==> src/rtl/tx_defs.sv <==
// Shared Tx-path definitions: arbiter state encoding, default AXI-Stream widths
// (also used by the rx engine) and the round-robin pointer helper.
package tx_defs;

  localparam int DEFAULT_DATA_WIDTH = 64;
  localparam int DEFAULT_KEEP_WIDTH = DEFAULT_DATA_WIDTH / 8;

  typedef enum logic {
    ARB_IDLE = 1'b0,
    ARB_LOCK = 1'b1
  } arb_state_e;

  // Next round-robin start point after requester cur finishes, wrapping at num.
  function automatic int rr_next(input int cur, input int num);
    return (cur + 1 >= num) ? 0 : cur + 1;
  endfunction

endpackage

==> src/rtl/tx_tlp_arbiter_if.sv <==
// AXI-Stream bundle around the Tx arbiter: NUM_REQ requester lanes in, one lane out
// to the core. The slave modport is the arbiter's view; master is the surrounding logic.
interface tx_tlp_arbiter_if #(
  parameter int DATA_WIDTH = tx_defs::DEFAULT_DATA_WIDTH,
  parameter int KEEP_WIDTH = tx_defs::DEFAULT_KEEP_WIDTH,
  parameter int NUM_REQ    = 2
);

  logic [NUM_REQ*DATA_WIDTH-1:0] s_axis_tdata;
  logic [NUM_REQ*KEEP_WIDTH-1:0] s_axis_tkeep;
  logic [NUM_REQ-1:0]            s_axis_tvalid;
  logic [NUM_REQ-1:0]            s_axis_tlast;
  logic [NUM_REQ-1:0]            s_axis_tready;

  logic [DATA_WIDTH-1:0]         m_axis_tdata;
  logic [KEEP_WIDTH-1:0]         m_axis_tkeep;
  logic                          m_axis_tvalid;
  logic                          m_axis_tlast;
  logic                          m_axis_tready;

  modport slave (
    input  s_axis_tdata, s_axis_tkeep, s_axis_tvalid, s_axis_tlast,
    output s_axis_tready,
    output m_axis_tdata, m_axis_tkeep, m_axis_tvalid, m_axis_tlast,
    input  m_axis_tready
  );

  modport master (
    output s_axis_tdata, s_axis_tkeep, s_axis_tvalid, s_axis_tlast,
    input  s_axis_tready,
    input  m_axis_tdata, m_axis_tkeep, m_axis_tvalid, m_axis_tlast,
    output m_axis_tready
  );

endinterface

==> src/rtl/axis_skid_buffer.sv <==
// Two-entry AXI-Stream skid buffer: full throughput, outputs taken straight from the
// head register, and s_tready derived only from the fill count.
module axis_skid_buffer
  import tx_defs::*;
#(
  parameter int DATA_WIDTH = DEFAULT_DATA_WIDTH,
  parameter int KEEP_WIDTH = DEFAULT_KEEP_WIDTH
) (
  input  logic                  clk,
  input  logic                  reset,
  input  logic [DATA_WIDTH-1:0] s_tdata,
  input  logic [KEEP_WIDTH-1:0] s_tkeep,
  input  logic                  s_tvalid,
  input  logic                  s_tlast,
  output logic                  s_tready,
  output logic [DATA_WIDTH-1:0] m_tdata,
  output logic [KEEP_WIDTH-1:0] m_tkeep,
  output logic                  m_tvalid,
  output logic                  m_tlast,
  input  logic                  m_tready
);

  localparam int W = DATA_WIDTH + KEEP_WIDTH + 1;

  logic [W-1:0] head;
  logic [W-1:0] tail;
  logic [1:0]   count;
  logic         push;
  logic         pop;

  assign s_tready = (count != 2'd2);
  assign m_tvalid = (count != 2'd0);
  assign {m_tlast, m_tkeep, m_tdata} = head;

  assign push = s_tvalid && s_tready;
  assign pop  = m_tvalid && m_tready;

  always_ff @(posedge clk or posedge reset) begin
    if (reset) begin
      count <= 2'd0;
      // NOTE: the data registers are reset as well because the head drives m_axis
      // directly and must read as zero out of reset.
      head  <= '0;
      tail  <= '0;
    end else begin
      // NOTE: non-blocking assignments so every register samples pre-edge values.
      case (count)
        2'd0: begin
          if (push) begin
            head  <= {s_tlast, s_tkeep, s_tdata};
            count <= 2'd1;
          end
        end
        2'd1: begin
          if (push && pop) begin
            head <= {s_tlast, s_tkeep, s_tdata};
          end else if (push) begin
            tail  <= {s_tlast, s_tkeep, s_tdata};
            count <= 2'd2;
          end else if (pop) begin
            count <= 2'd0;
          end
        end
        2'd2: begin
          // Full: no push is possible, the tail moves up when the head leaves.
          if (pop) begin
            head  <= tail;
            count <= 2'd1;
          end
        end
        default: count <= 2'd0;
      endcase
    end
  end

endmodule

==> src/rtl/tx_tlp_arbiter.sv <==
// Packet-granular round-robin arbiter sharing the core's Tx AXI-Stream port between
// NUM_REQ TLP sources; a grant is held from first beat to accepted tlast.
module tx_tlp_arbiter
  import tx_defs::*;
#(
  parameter int DATA_WIDTH = DEFAULT_DATA_WIDTH,
  parameter int KEEP_WIDTH = DEFAULT_KEEP_WIDTH,
  parameter int NUM_REQ    = 2,
  parameter int ID_WIDTH   = 1
) (
  input  logic                clk,
  input  logic                reset,
  tx_tlp_arbiter_if.slave     bus,
  output logic [ID_WIDTH-1:0] grant_id,
  output logic                busy
);

  arb_state_e            state;
  logic [ID_WIDTH-1:0]   rr_ptr;
  logic [ID_WIDTH-1:0]   winner;
  logic                  any_valid;

  logic [DATA_WIDTH-1:0] sel_data;
  logic [KEEP_WIDTH-1:0] sel_keep;
  logic                  sel_valid;
  logic                  sel_last;
  logic                  skid_ready;
  logic                  accept_last;

  // Round-robin search: the smallest offset from rr_ptr with tvalid set wins.
  always_comb begin
    // NOTE: every always_comb output gets a default first so no latch is inferred.
    winner    = rr_ptr;
    any_valid = 1'b0;
    for (int i = NUM_REQ - 1; i >= 0; i--) begin
      for (int j = 0; j < NUM_REQ; j++) begin
        if (bus.s_axis_tvalid[j] && ((int'(rr_ptr) + i) % NUM_REQ == j)) begin
          winner    = ID_WIDTH'(j);
          any_valid = 1'b1;
        end
      end
    end
  end

  always_comb begin
    sel_data          = '0;
    sel_keep          = '0;
    sel_valid         = 1'b0;
    sel_last          = 1'b0;
    bus.s_axis_tready = '0;
    for (int j = 0; j < NUM_REQ; j++) begin
      if (ID_WIDTH'(j) == grant_id) begin
        sel_data  = bus.s_axis_tdata[j*DATA_WIDTH +: DATA_WIDTH];
        sel_keep  = bus.s_axis_tkeep[j*KEEP_WIDTH +: KEEP_WIDTH];
        sel_valid = bus.s_axis_tvalid[j];
        sel_last  = bus.s_axis_tlast[j];
        bus.s_axis_tready[j] = (state == ARB_LOCK) && skid_ready;
      end
    end
  end

  assign accept_last = (state == ARB_LOCK) && sel_valid && skid_ready && sel_last;

  always_ff @(posedge clk or posedge reset) begin
    if (reset) begin
      state    <= ARB_IDLE;
      rr_ptr   <= '0;
      grant_id <= '0;
      busy     <= 1'b0;
    end else begin
      case (state)
        ARB_IDLE: begin
          if (any_valid) begin
            grant_id <= winner;
            busy     <= 1'b1;
            state    <= ARB_LOCK;
          end
        end
        ARB_LOCK: begin
          if (accept_last) begin
            rr_ptr <= ID_WIDTH'(rr_next(int'(grant_id), NUM_REQ));
            busy   <= 1'b0;
            state  <= ARB_IDLE;
          end
        end
        default: state <= ARB_IDLE;
      endcase
    end
  end

  // Beats still in the skid buffer drain independently of the next arbitration.
  axis_skid_buffer #(
    .DATA_WIDTH(DATA_WIDTH),
    .KEEP_WIDTH(KEEP_WIDTH)
  ) u_skid (
    .clk      (clk),
    .reset    (reset),
    .s_tdata  (sel_data),
    .s_tkeep  (sel_keep),
    .s_tvalid ((state == ARB_LOCK) && sel_valid),
    .s_tlast  (sel_last),
    .s_tready (skid_ready),
    .m_tdata  (bus.m_axis_tdata),
    .m_tkeep  (bus.m_axis_tkeep),
    .m_tvalid (bus.m_axis_tvalid),
    .m_tlast  (bus.m_axis_tlast),
    .m_tready (bus.m_axis_tready)
  );

endmodule

==> src/flat_wrapper.sv <==
// flat-port wrapper written by rule: the top's interface ports become plain ports
module tx_tlp_arbiter_flat import tx_defs::*;
#(
  parameter int DATA_WIDTH = DEFAULT_DATA_WIDTH,
  parameter int KEEP_WIDTH = DEFAULT_KEEP_WIDTH,
  parameter int NUM_REQ    = 2,
  parameter int ID_WIDTH   = 1
)
  (clk, reset, grant_id, busy, bus_s_axis_tdata, bus_s_axis_tkeep, bus_s_axis_tvalid, bus_s_axis_tlast, bus_s_axis_tready, bus_m_axis_tdata, bus_m_axis_tkeep, bus_m_axis_tvalid, bus_m_axis_tlast, bus_m_axis_tready);
  tx_tlp_arbiter_if #(.DATA_WIDTH(DATA_WIDTH), .KEEP_WIDTH(KEEP_WIDTH), .NUM_REQ(NUM_REQ)) bus_i ();
  input  logic clk;
  input  logic reset;
  output logic [ID_WIDTH-1:0] grant_id;
  output logic busy;
  input wire logic [$bits(bus_i.s_axis_tdata)-1:0] bus_s_axis_tdata;
  input wire logic [$bits(bus_i.s_axis_tkeep)-1:0] bus_s_axis_tkeep;
  input wire logic [$bits(bus_i.s_axis_tvalid)-1:0] bus_s_axis_tvalid;
  input wire logic [$bits(bus_i.s_axis_tlast)-1:0] bus_s_axis_tlast;
  output wire logic [$bits(bus_i.s_axis_tready)-1:0] bus_s_axis_tready;
  output wire logic [$bits(bus_i.m_axis_tdata)-1:0] bus_m_axis_tdata;
  output wire logic [$bits(bus_i.m_axis_tkeep)-1:0] bus_m_axis_tkeep;
  output wire logic [$bits(bus_i.m_axis_tvalid)-1:0] bus_m_axis_tvalid;
  output wire logic [$bits(bus_i.m_axis_tlast)-1:0] bus_m_axis_tlast;
  input wire logic [$bits(bus_i.m_axis_tready)-1:0] bus_m_axis_tready;
  assign bus_i.s_axis_tdata = bus_s_axis_tdata;
  assign bus_i.s_axis_tkeep = bus_s_axis_tkeep;
  assign bus_i.s_axis_tvalid = bus_s_axis_tvalid;
  assign bus_i.s_axis_tlast = bus_s_axis_tlast;
  assign bus_s_axis_tready = bus_i.s_axis_tready;
  assign bus_m_axis_tdata = bus_i.m_axis_tdata;
  assign bus_m_axis_tkeep = bus_i.m_axis_tkeep;
  assign bus_m_axis_tvalid = bus_i.m_axis_tvalid;
  assign bus_m_axis_tlast = bus_i.m_axis_tlast;
  assign bus_i.m_axis_tready = bus_m_axis_tready;
  tx_tlp_arbiter #(.DATA_WIDTH(DATA_WIDTH), .KEEP_WIDTH(KEEP_WIDTH), .NUM_REQ(NUM_REQ), .ID_WIDTH(ID_WIDTH)) u_core (.clk(clk), .reset(reset), .bus(bus_i), .grant_id(grant_id), .busy(busy));
endmodule
==> config.mk <==
export PLATFORM = sky130hd
export DESIGN_NAME = tx_tlp_arbiter_flat
export DESIGN_NICKNAME = d
export VERILOG_FILES = /design/src/rtl/tx_defs.sv /design/src/rtl/tx_tlp_arbiter_if.sv /design/src/rtl/axis_skid_buffer.sv /design/src/rtl/tx_tlp_arbiter.sv /design/src/flat_wrapper.sv
export SDC_FILE = /design/constraint.sdc
export NUM_CORES = 1
export LEC_CHECK = 0
export ABC_AREA = 1
export ABC_CLOCK_PERIOD_IN_PS = 4200
export BUFFER_PORTS_ARGS = -buffer_cell sky130_fd_sc_hd__buf_4
export CORE_ASPECT_RATIO = 0.9
export CORE_MARGIN = 2
export CORE_UTILIZATION = 35
export CTS_BUF_LIST = sky130_fd_sc_hd__clkbuf_8
export CTS_CLUSTER_SIZE = 40
export DETAILED_ROUTE_END_ITERATION = 8
export PLACE_DENSITY = 0.63
export SLEW_MARGIN = 25
export SYNTH_ARGS = -nofsm -noshare
export SYNTH_HDL_FRONTEND = slang
export SYNTH_SLANG_ARGS = --single-unit
==> constraint.sdc <==
create_clock -name clk -period 4.2 [get_ports clk]
set_input_delay 0.21 -clock clk [delete_from_list [all_inputs] [get_ports clk]]
set_output_delay 0.21 -clock clk [all_outputs]
set_load 0.005 [all_outputs]
==> Yosys cells after proc, flatten, opt, wreduce, memory -nomap -nowiden <==
Index checks and enable logic that the tools add are counted.
{ "totals": {"word_cells": 76, "input_bits": 151, "out_inout_bits": 78, "register_bits": 152} }
{ "classes": {"reduce_logical": 21, "eq_ne": 11, "mux": 31, "add_sub_neg": 2, "bitwise_logic": 3, "n_lt_le_gt_ge": 1} }
{ "op_table": {"columns": ["op", "n"], "rows": [
  ["73-bit two-way mux", 3],
  ["73-bit one-hot mux with 3 select lines", 1],
  ["32-bit zero test", 2],
  ["64-bit two-way mux", 1],
  ["1-bit two-way mux", 17],
  ["2-bit inequality test, second input constant", 6],
  ["1-bit logical AND", 10],
  ["2-bit two-way mux", 5],
  ["8-bit two-way mux", 1],
  ["4-bit AND reduction", 2],
  ["2-bit one-hot mux with 3 select lines", 1],
  ["2-bit AND reduction", 3],
  ["2-bit equality test, second input constant", 2],
  ["1-bit one-hot mux with 2 select lines", 2],
  ["3-bit inequality test, second input constant", 1],
  ["3-bit AND reduction", 1],
  ["3-bit nonzero test", 1],
  ["1-bit by 1-bit adder with 2-bit output, second input constant", 1],
  ["2-bit by 1-bit equality test with 1-bit output, second input constant", 1],
  ["2-bit >= comparator, second input constant", 1],
  ["2-bit zero test", 1],
  ["2-bit by 1-bit inequality test with 1-bit output, second input constant", 1],
  ["1-bit inverter", 2],
  ["2-bit nonzero test", 1],
  ["2 further kinds", 2]
]} }

==> Longest topological paths before layout <==
Gate-level depths: netlist of run 1.
{ "depth": {"depth_word": 10, "ltp_mapped": 10, "depth_no_buf": 8} }

==> By module <==
A second synthesis of run 1 with hierarchy kept.
{ "unflattened": {"cells_unflattened": 1151, "area_unflattened_um2": 8035.2} }
{ "by_module_without_submodules": {"columns": ["module", "cells_each", "area_each_um2", "seq_area_each_um2", "instances"], "rows": [
  ["axis_skid_buffer", 883, 6832.8, 3703.6, 1],
  ["tx_tlp_arbiter", 268, 1202.4, 100.1, 1]
]} }

==> Least setup slack after synthesis of run 1 <==
Ideal clock, no wire load.
{ "synth_timing": {"path_type": "reg-to-output", "startpoint": "reg u_core.u_skid.count[1]", "endpoint": "out bus_s_axis_tready[0]", "path_buffers": 2, "slack_ns": 2.810, "arrival_time_ns": 1.180, "stages_incl_launch_ff": 6, "required_time_ns": 3.990, "path_cell_list": "dfrtp_1 -> nand2_1 -> buf_2 -> buf_1 -> nand2_1 -> nor2_1"} }
{ "synth_between": {"elab_chain_cells": 3} }
{ "synth_rtl": {"columns": ["element", "line", "source"], "rows": [
  ["start, declared", "axis_skid_buffer.sv:27", "logic [1:0] count;"],
  ["start signal, assigned", "axis_skid_buffer.sv:40", "count <= 2'd0;"],
  ["start signal, assigned", "axis_skid_buffer.sv:51", "count <= 2'd1;"],
  ["start signal, assigned", "axis_skid_buffer.sv:59", "count <= 2'd2;"],
  ["2-bit inequality test", "axis_skid_buffer.sv:31", "assign s_tready = (count != 2'd2);"],
  ["1-bit logical AND", "tx_tlp_arbiter.sv:57", "bus.s_axis_tready[j] = (state == ARB_LOCK) && skid_ready;"],
  ["1-bit two-way mux", "tx_tlp_arbiter.sv:52", "if (ID_WIDTH'(j) == grant_id) begin"],
  ["end, declared", "flat_wrapper.sv:19", "output wire logic [$bits(bus_i.s_axis_tready)-1:0] bus_s_axis_tready;"]
]} }
Every way passes these cells.

==> Worst setup path in the final report of run 1 <==
{ "layout_timing": {"startpoint": "reg u_core.grant_id", "endpoint": "reg u_core.u_skid.head[12]"} }
{ "layout_between": {"elab_chain_cells": 6, "elab_cells_between_ends": 11, "cone_classes": "eq/ne (2); mux (5); reduce/logical (4)"} }
{ "layout_rtl": {"columns": ["element", "line", "source"], "rows": [
  ["start, declared", "tx_tlp_arbiter.sv:14", "output logic [ID_WIDTH-1:0] grant_id,"],
  ["start signal, assigned", "tx_tlp_arbiter.sv:74", "grant_id <= winner;"],
  ["1-bit two-way mux", "tx_tlp_arbiter.sv:52", null],
  ["1-bit logical AND", "tx_tlp_arbiter.sv:100", ".s_tvalid ((state == ARB_LOCK) && sel_valid),"],
  ["1-bit logical AND", "axis_skid_buffer.sv:35", "assign push = s_tvalid && s_tready;"],
  ["1-bit logical AND", "axis_skid_buffer.sv:55", "if (push && pop) begin"],
  ["2-bit inequality test (no line)", null, null],
  ["4-bit AND reduction (no line)", null, null],
  ["end signal, assigned", "axis_skid_buffer.sv:50", "head <= {s_tlast, s_tkeep, s_tdata};"],
  ["end signal, assigned", "axis_skid_buffer.sv:56", "head <= {s_tlast, s_tkeep, s_tdata};"],
  ["end signal, assigned", "axis_skid_buffer.sv:67", "head <= tail;"],
  ["end, declared", "axis_skid_buffer.sv:25", "logic [W-1:0] head;"]
]} }
Several ways; a longest one is shown, not always the timed one. The select of a mux whose other input is x is not followed.
A chain may end at the register's enable or synchronous reset.

==> results of run 1 <==
cell usage in the layout, fill, tap and decap left out, drive strengths merged:
master / instances
dlygate4sd3: 1
nand2: 450
bufinv: 2
a21oi: 74
o22ai: 1
nand3: 78
o211ai: 1
o21ai: 77
nor2: 78
dfrtp: 152
nand4: 1
inv: 85
clkinv: 3
buf: 235
clkinvlp: 4
clkbuf: 22
cell type report:
| type | count | area [um^2] | share of cell area |
|---|---|---|---|
| multi-input combinational | 760 | 3193 | 0.3225 |
| inverter | 84 | 319.1 | 0.03223 |
| timing repair buffer | 236 | 1799 | 0.1817 |
| sequential | 152 | 3805 | 0.3843 |
| tap | 291 | 364.1 | 0.03677 |
| clock inverter | 10 | 117.6 | 0.01188 |
| clock buffer | 22 | 302.8 | 0.03058 |
path summary, 6_finish.rpt:
| path | startpoint | end | slack (ns) | cells after the start |
|---|---|---|---|---|
| min in group clk | bus_s_axis_tvalid[1] | u_core.state$_DFF_PP0_ | 0.05 | 3 |
| worst min-delay path | reset | u_core.u_skid.head[31]$_DFFE_PP0P_ | -0.12 | 3 |
| worst max register to register | u_core.grant_id$_DFFE_PP0P_ | u_core.u_skid.head[12]$_DFFE_PP0P_ | 1.66 | 9 |
| max in group asynchronous | reset | u_core.u_skid.head[23]$_DFFE_PP0P_ | 3.49 | 3 |
| worst min register to register | u_core.u_skid.tail[68]$_DFFE_PP0P_ | u_core.u_skid.tail[68]$_DFFE_PP0P_ | 0.49 | 2 |
| worst max-delay path | u_core.grant_id$_DFFE_PP0P_ | u_core.u_skid.head[12]$_DFFE_PP0P_ | 1.66 | 9 |
worst reg2reg max path, stage by stage (launching register included):
cell	delay [ns]
dfrtp_2	0.68
inv_2	0.07
nand2_1	0.07
nand2_1	0.07
nand3_1	0.16
nand2_1	0.08
inv_2	0.59
buf_4	0.51
nand3_1	0.15
nand2_1	0.10
metal layers:
| metal | part of all wire | routed length (um) | up-vias | GRT usage |
|---|---|---|---|---|
| met2 | 0.47 | 9524 | 157 | 0.2951 |
| met1 | 0.47 | 9571 | 3271 | 0.2394 |
| met4 | 0.0091 | 185 | 0 | 0.04354 |
| met5 | 0 | 0 | - | 0 |
| li1 | - | - | 3685 | - |
| met3 | 0.055 | 1117 | 10 | 0.04703 |
logic make-up (layout without fill, tap and decap cells):
family | Yosys count | after routing | synth area share
flops | 152 | 152 | 0.4992
simple gates | 607 | 607 | 0.3128
compound gates | 153 | 153 | 0.1015
buf+inv | 155 | 352 | 0.08653
registers in the layout, summed over array words and instances (netlist names):
register             count
u_core.u_skid.tail      73
u_core.u_skid.count      2
u_core.state             1
u_core.u_skid.head      73
u_core.grant_id          1
u_core.busy              1
u_core.rr_ptr            1
through the flow:
step,instances,power (mW)
2_1_floorplan,1067,4.520
5_1_grt,1555,7.530
3_3_place_gp,1522,5.679
4_1_cts,1555,6.962
3_5_place_dp,1522,5.754
6_report,1555,6.851
what timing repair did:
item	CTS	global route
hold buffers	1	0
endpoints found under the hold margin	1	0
buffers inserted	0	0
power by group:
part / internal, mW / switching, mW / total, mW
sequential: 2.14 / 0.391 / 2.53
combinational: 1.29 / 1.85 / 3.14
clock: 0.608 / 0.573 / 1.18
==> impl_metrics.py, run 1 <==
metrics = {
    "status": {
        "status": "finished with violations",
        "violations": "hold timing",
    },
    "logic_synthesis": {
        "synth_cell_types": 18,
        "ys_warn_count": 0,
        "ys_top_cells_by_count": "450 x nand2_1, 152 x dfrtp_1, 81 x inv_1",
        "synthCells": 1067,
        "synth.area.top_cells": "dfrtp_1 50%, nand2_1 22%, nand3_1 5.1%, a21oi_1 4.8%, o21ai_1 4.1%",
        "synth_seq_area_share": 0.4992,
        "post-synth-top-area-cell": "dfrtp_1",
        "post-synth-top-count-cell": "nand2_1",
        "synth_enable_flop_cells": 0,
        "synthFlopType": "dfrtp_1",
        "synth_fp_nets": 1218,
        "yosys_register_bits": 152,
        "syn-cell-area_um2": 7620,
        "async_reset_ff_frac": 1.000,
        "syn_avg_cell_area_um2": 7.141,
        "synth_top_area_frac": 0.4992,
    },
    "grt": {
        "grt_pass1_vias": 6589,
        "grt_remaining_overflow": 0,
        "grt_max_degree": 153,
        "grt.total_usage": 0.1799,
        "grt_pass1_wl_mm": 33.26,
        "antenna_found_initial": 0,
    },
    "sta": {
        "tightest_slew_ns": 0.9770,
        "hold_ws_ns": -0.1233,
        "rsz0062_at_grt": "no",
        "slew-limit-headroom": 0.3487,
        "final.setup.tns_ns": 0,
        "fin_ws_ns": 1.663,
        "timing.final.crit_share": 0.6040,
        "min_period_ns": 2.537,
        "fmax_ghz": 0.3942,
        "hold_viol": 43,
        "finClkSkew_ns": 0.01189,
        "slew_violations": 0,
        "finalSetupViolCount": 0,
    },
    "power": {
        "p_per_area_nw_per_um2": 691.9,
        "p_leak_nw": 5.632,
        "peakVddDrop_mv": 0.4788,
    },
    "clock_tree": {
        "root_buffer": "clkbuf_8",
        "cts.sinks": 152,
        "cts_buffer_depth": 2,
        "insertion_delay_ns": 0.45,
        "path_clk_slew_ns": 0.09,
        "cts_tree": "done",
        "cts_buffers": 17,
        "htree_levels": 4,
        "cts_resized": 0,
    },
    "floorplanning": {
        "dieWidth_um": 159.5,
        "rows": 51,
        "die-area_um2": 22970,
        "dieHeight_um": 144.0,
        "core_um2": 21500,
        "ios": 229,
        "initial_utilization": 0.3543,
    },
    "setup_path": {
        "path_common_cell": "nand2_1",
        "critical-path-max-stage-delay_ns": 0.68,
        "critPathMaxFanout": 42,
        "crit_chain": "inv_2 > nand2_1 > nand2_1 > nand3_1 > nand2_1 > inv_2 > buf_4 > nand3_1 > nand2_1",
        "cp.buffers_inverters": 3,
        "crit_type": "flop to flop",
        "slowest_stage": "dfrtp_2",
        "start_kind": "flop",
        "cp_data_required_time_ns": 4.58,
        "crit_family": "buffers and inverters",
        "cp_data_arrival_time_ns": 2.92,
        "end_kind": "flop",
    },
    "finish": {
        "drive_gt1_frac": 0.2176,
        "num-fill-cells": 2191,
        "nets": 1402,
        "utilization": 0.4604,
        "syn_to_final_growth_pct": 29.93,
        "n_antenna_cell": 0,
        "design_area_um2": 9901,
    },
    "route": {
        "wl_mm": 20.40,
        "postRouteAntennaNets": 0,
        "wire_per_inst_um": 13.12,
        "vias": 7123,
        "drt-vias-per-instance": 4.581,
        "first_pass_iters": 4,
        "drcViolationCount": 0,
        "drt_iter0_drc": 395,
    },
    "place": {
        "place_ws_ns": 1.671,
        "buffer_ports.inserted": 228,
        "dpl-instance-area_um2": 9470,
        "gp_congestion": 0.7325,
        "dpl.hpwl_mm": 12.58,
    },
    "run": {
        "maxCapViolCount": 0,
    },
    "worst_hold_path": {
        "min-delay-path-class": "input pin to async pin",
    },
}
No activity file was read; power rests on OpenSTA's default activity.
==> run 2: changes to the inputs <==
--- a/config.mk
+++ b/config.mk
@@ -6,7 +6,7 @@
 export NUM_CORES = 1
 export LEC_CHECK = 0
 export ABC_AREA = 1
-export ABC_CLOCK_PERIOD_IN_PS = 4200
+export ABC_CLOCK_PERIOD_IN_PS = 2100
 export BUFFER_PORTS_ARGS = -buffer_cell sky130_fd_sc_hd__buf_4
 export CORE_ASPECT_RATIO = 0.9
 export CORE_MARGIN = 2
==> constraint.sdc (replaced) <==
create_clock -name clk -period 2.1 [get_ports clk]
set_input_delay 0.105 -clock clk [delete_from_list [all_inputs] [get_ports clk]]
set_output_delay 0.105 -clock clk [all_outputs]
set_load 0.005 [all_outputs]
==> run 2 against run 1 <==
Effect of this change:
- sequential cell count unchanged
- the flow now finishes without violations
- clock power rose by 110%
- first-iteration DRC count up 2.3%
- largest power group unchanged
==> impl_metrics.py, run 2 (same netlist as run 1, synthesis figures left out) <==
metrics = {
    "status": {
        "status": "completed",
    },
    "sta": {
        "finalSetupViolCount": 0,
        "timing.final.crit_share": 0.9144,
        "min_period_ns": 1.920,
        "slew-limit-headroom": 0.6154,
        "hold_viol": 0,
        "rsz0062_at_grt": "no",
        "tightest_slew_ns": 0.5769,
        "slew_violations": 0,
        "finClkSkew_ns": 0.01424,
        "fmax_ghz": 0.5208,
        "final.setup.tns_ns": 0,
    },
    "route": {
        "wire_per_inst_um": 13.07,
        "drt_iter0_drc": 404,
        "drcViolationCount": 0,
        "first_pass_iters": 5,
        "wl_mm": 21.10,
        "vias": 7367,
        "postRouteAntennaNets": 0,
        "drt-vias-per-instance": 4.562,
    },
    "finish": {
        "nets": 1460,
        "drive_gt1_frac": 0.2186,
        "reg_top3": "u_core.u_skid.head: 73 flops, u_core.u_skid.tail: 73 flops, u_core.u_skid.count: 2 flops",
        "layout_common_cells": "449 x nand2_1, 240 x buf_4, 151 x dfrtp_1, 80 x inv_1, 78 x nor2_1",
        "utilization": 0.4898,
        "design_area_um2": 10530,
        "syn_to_final_growth_pct": 38.24,
        "layout_commonest_cell": "nand2_1",
    },
    "clock_tree": {
        "hold_buffers": 46,
        "cts_resized": 0,
        "cts_tree": "done",
        "insertion_delay_ns": 0.45,
        "cts.sinks": 152,
        "htree_levels": 4,
        "cts_buffer_depth": 2,
        "postCtsSetupBuffers": 0,
        "path_clk_slew_ns": 0.09,
        "root_buffer": "clkbuf_8",
        "cts_buffers": 17,
    },
    "power": {
        "clockPowerShare": 0.171,
        "p_leak_nw": 5.926,
        "p_sw_mw": 5.775,
        "peakVddDrop_mv": 0.5337,
        "p_seq_frac": 0.353,
        "p_int_mw": 8.471,
        "switching_share": 0.4054,
        "p_per_area_nw_per_um2": 1352,
        "power_frac_comb": 0.476,
    },
    "floorplanning": {
        "rows": 51,
        "ios": 229,
        "core_um2": 21500,
        "dieHeight_um": 144.0,
        "die-area_um2": 22970,
        "dieWidth_um": 159.5,
        "initial_utilization": 0.3543,
    },
    "grt": {
        "grt_max_degree": 86,
        "grt_pass1_vias": 6882,
        "antenna_found_initial": 2,
        "grt.total_usage": 0.1873,
        "grt_pass1_wl_mm": 34.58,
        "grt_remaining_overflow": 0,
    },
    "setup_path": {
        "crit_type": "flop to flop",
        "cp_data_required_time_ns": 2.49,
        "slowest_stage": "dlygate4sd3_1",
        "critical-path-max-stage-delay_ns": 0.56,
        "cp.buffers_inverters": 4,
        "crit_chain": "inv_2 > buf_12 > nand2_1 > nand2_1 > dlygate4sd3_1 > inv_1 > a21oi_1 > nand2_1 > nand2_1",
        "cp_data_arrival_time_ns": 2.31,
        "start_kind": "flop",
        "path_common_cell": "nand2_1",
        "crit_family": "buffers and inverters",
        "regToRegSetupSlack_ns": 0.18,
        "critPathMaxFanout": 75,
        "end_kind": "flop",
    },
    "place": {
        "dpl-instance-area_um2": 9634,
        "gp_congestion": 0.7566,
        "buffer_ports.inserted": 228,
        "dpl.hpwl_mm": 13.92,
    },
    "run": {
        "maxCapViolCount": 0,
    },
    "worst_hold_path": {
        "min-delay-path-class": "input pin to flop",
    },
}
-- run 2: cell types whose count changed in the layout (fill, tap and decap cells not counted), sizes merged --
cell | before | now
clkinvlp | 4 | 3
diode | 0 | 2
bufinv | 2 | 3
dlygate4sd3 | 1 | 46
inv | 85 | 89
clkbuf | 22 | 18
buf | 235 | 248
-- run 2: power by group through the flow --
stage / clock network, mW / registers, mW / logic [mW]
finish: 2.44 / 5.03 / 6.78
global route: 2.64 / 5.19 / 7.76
CTS: 2.52 / 5.03 / 6.89
detailed placement: 0 / 5.06 / 6.63
global placement: 0 / 5.04 / 6.48
floorplan: 0 / 4.99 / 4.05
-- run 2: worst min-delay path, delay by kind of cell --
kind,cells,cell delay [ns]
AND/OR/NAND/NOR,2,0.09
buffers and inverters,2,0.13
AO/OA/AOI/OAI,1,0.12
-- run 2: worst paths after layout --
check	endpoint	start	depth (start not counted)
worst max-delay path	u_core.u_skid.head[51]$_DFFE_PP0P_	u_core.grant_id$_DFFE_PP0P_	9
worst min-delay path	u_core.u_skid.tail[57]$_DFFE_PP0P_	bus_s_axis_tdata[121]	5
worst max register to register	u_core.u_skid.head[51]$_DFFE_PP0P_	u_core.grant_id$_DFFE_PP0P_	9
worst min register to register	u_core.u_skid.tail[64]$_DFFE_PP0P_	u_core.u_skid.tail[64]$_DFFE_PP0P_	2
max in group asynchronous	u_core.u_skid.tail[71]$_DFFE_PP0P_	reset	4
min in group asynchronous	u_core.u_skid.head[31]$_DFFE_PP0P_	reset	3
-- run 2: through the flow --
step	setup WS [ns]	cells	power [mW]	hold WS [ns]
final	0.1797	1615	14.25	0.02842
after global routing	0.01781	1615	15.60	0.02188
after CTS	0.1778	1613	14.43	0.0001318
after detailed placement	0.4031	1535	11.69	0.1962
after global placement	0.4370	1535	11.52	0.1901
after floorplan	0.07806	1067	9.039	0.2168
-- run 2: final cells by class --
class                   count  area (um^2)
repair buffers            294         2422
fillers                  2155        10970
well taps                 291        364.1
diodes                      2        5.005
multi-input cells         760         3184
inverters                  84        319.1
clock inverters            14        186.4
clock buffers              18        247.7
flip-flops and latches    152         3805
-- run 2: layer usage --
metal  track usage  vias to the layer above  wire, um  part of all wire
li1              -                     3801         -                 -
met1        0.2515                     3383      9751              0.46
met2        0.3055                      170      9994              0.47
met3       0.04675                       13      1137             0.054
met4       0.04737                        0       218             0.010
met5             0                        -         0                 0
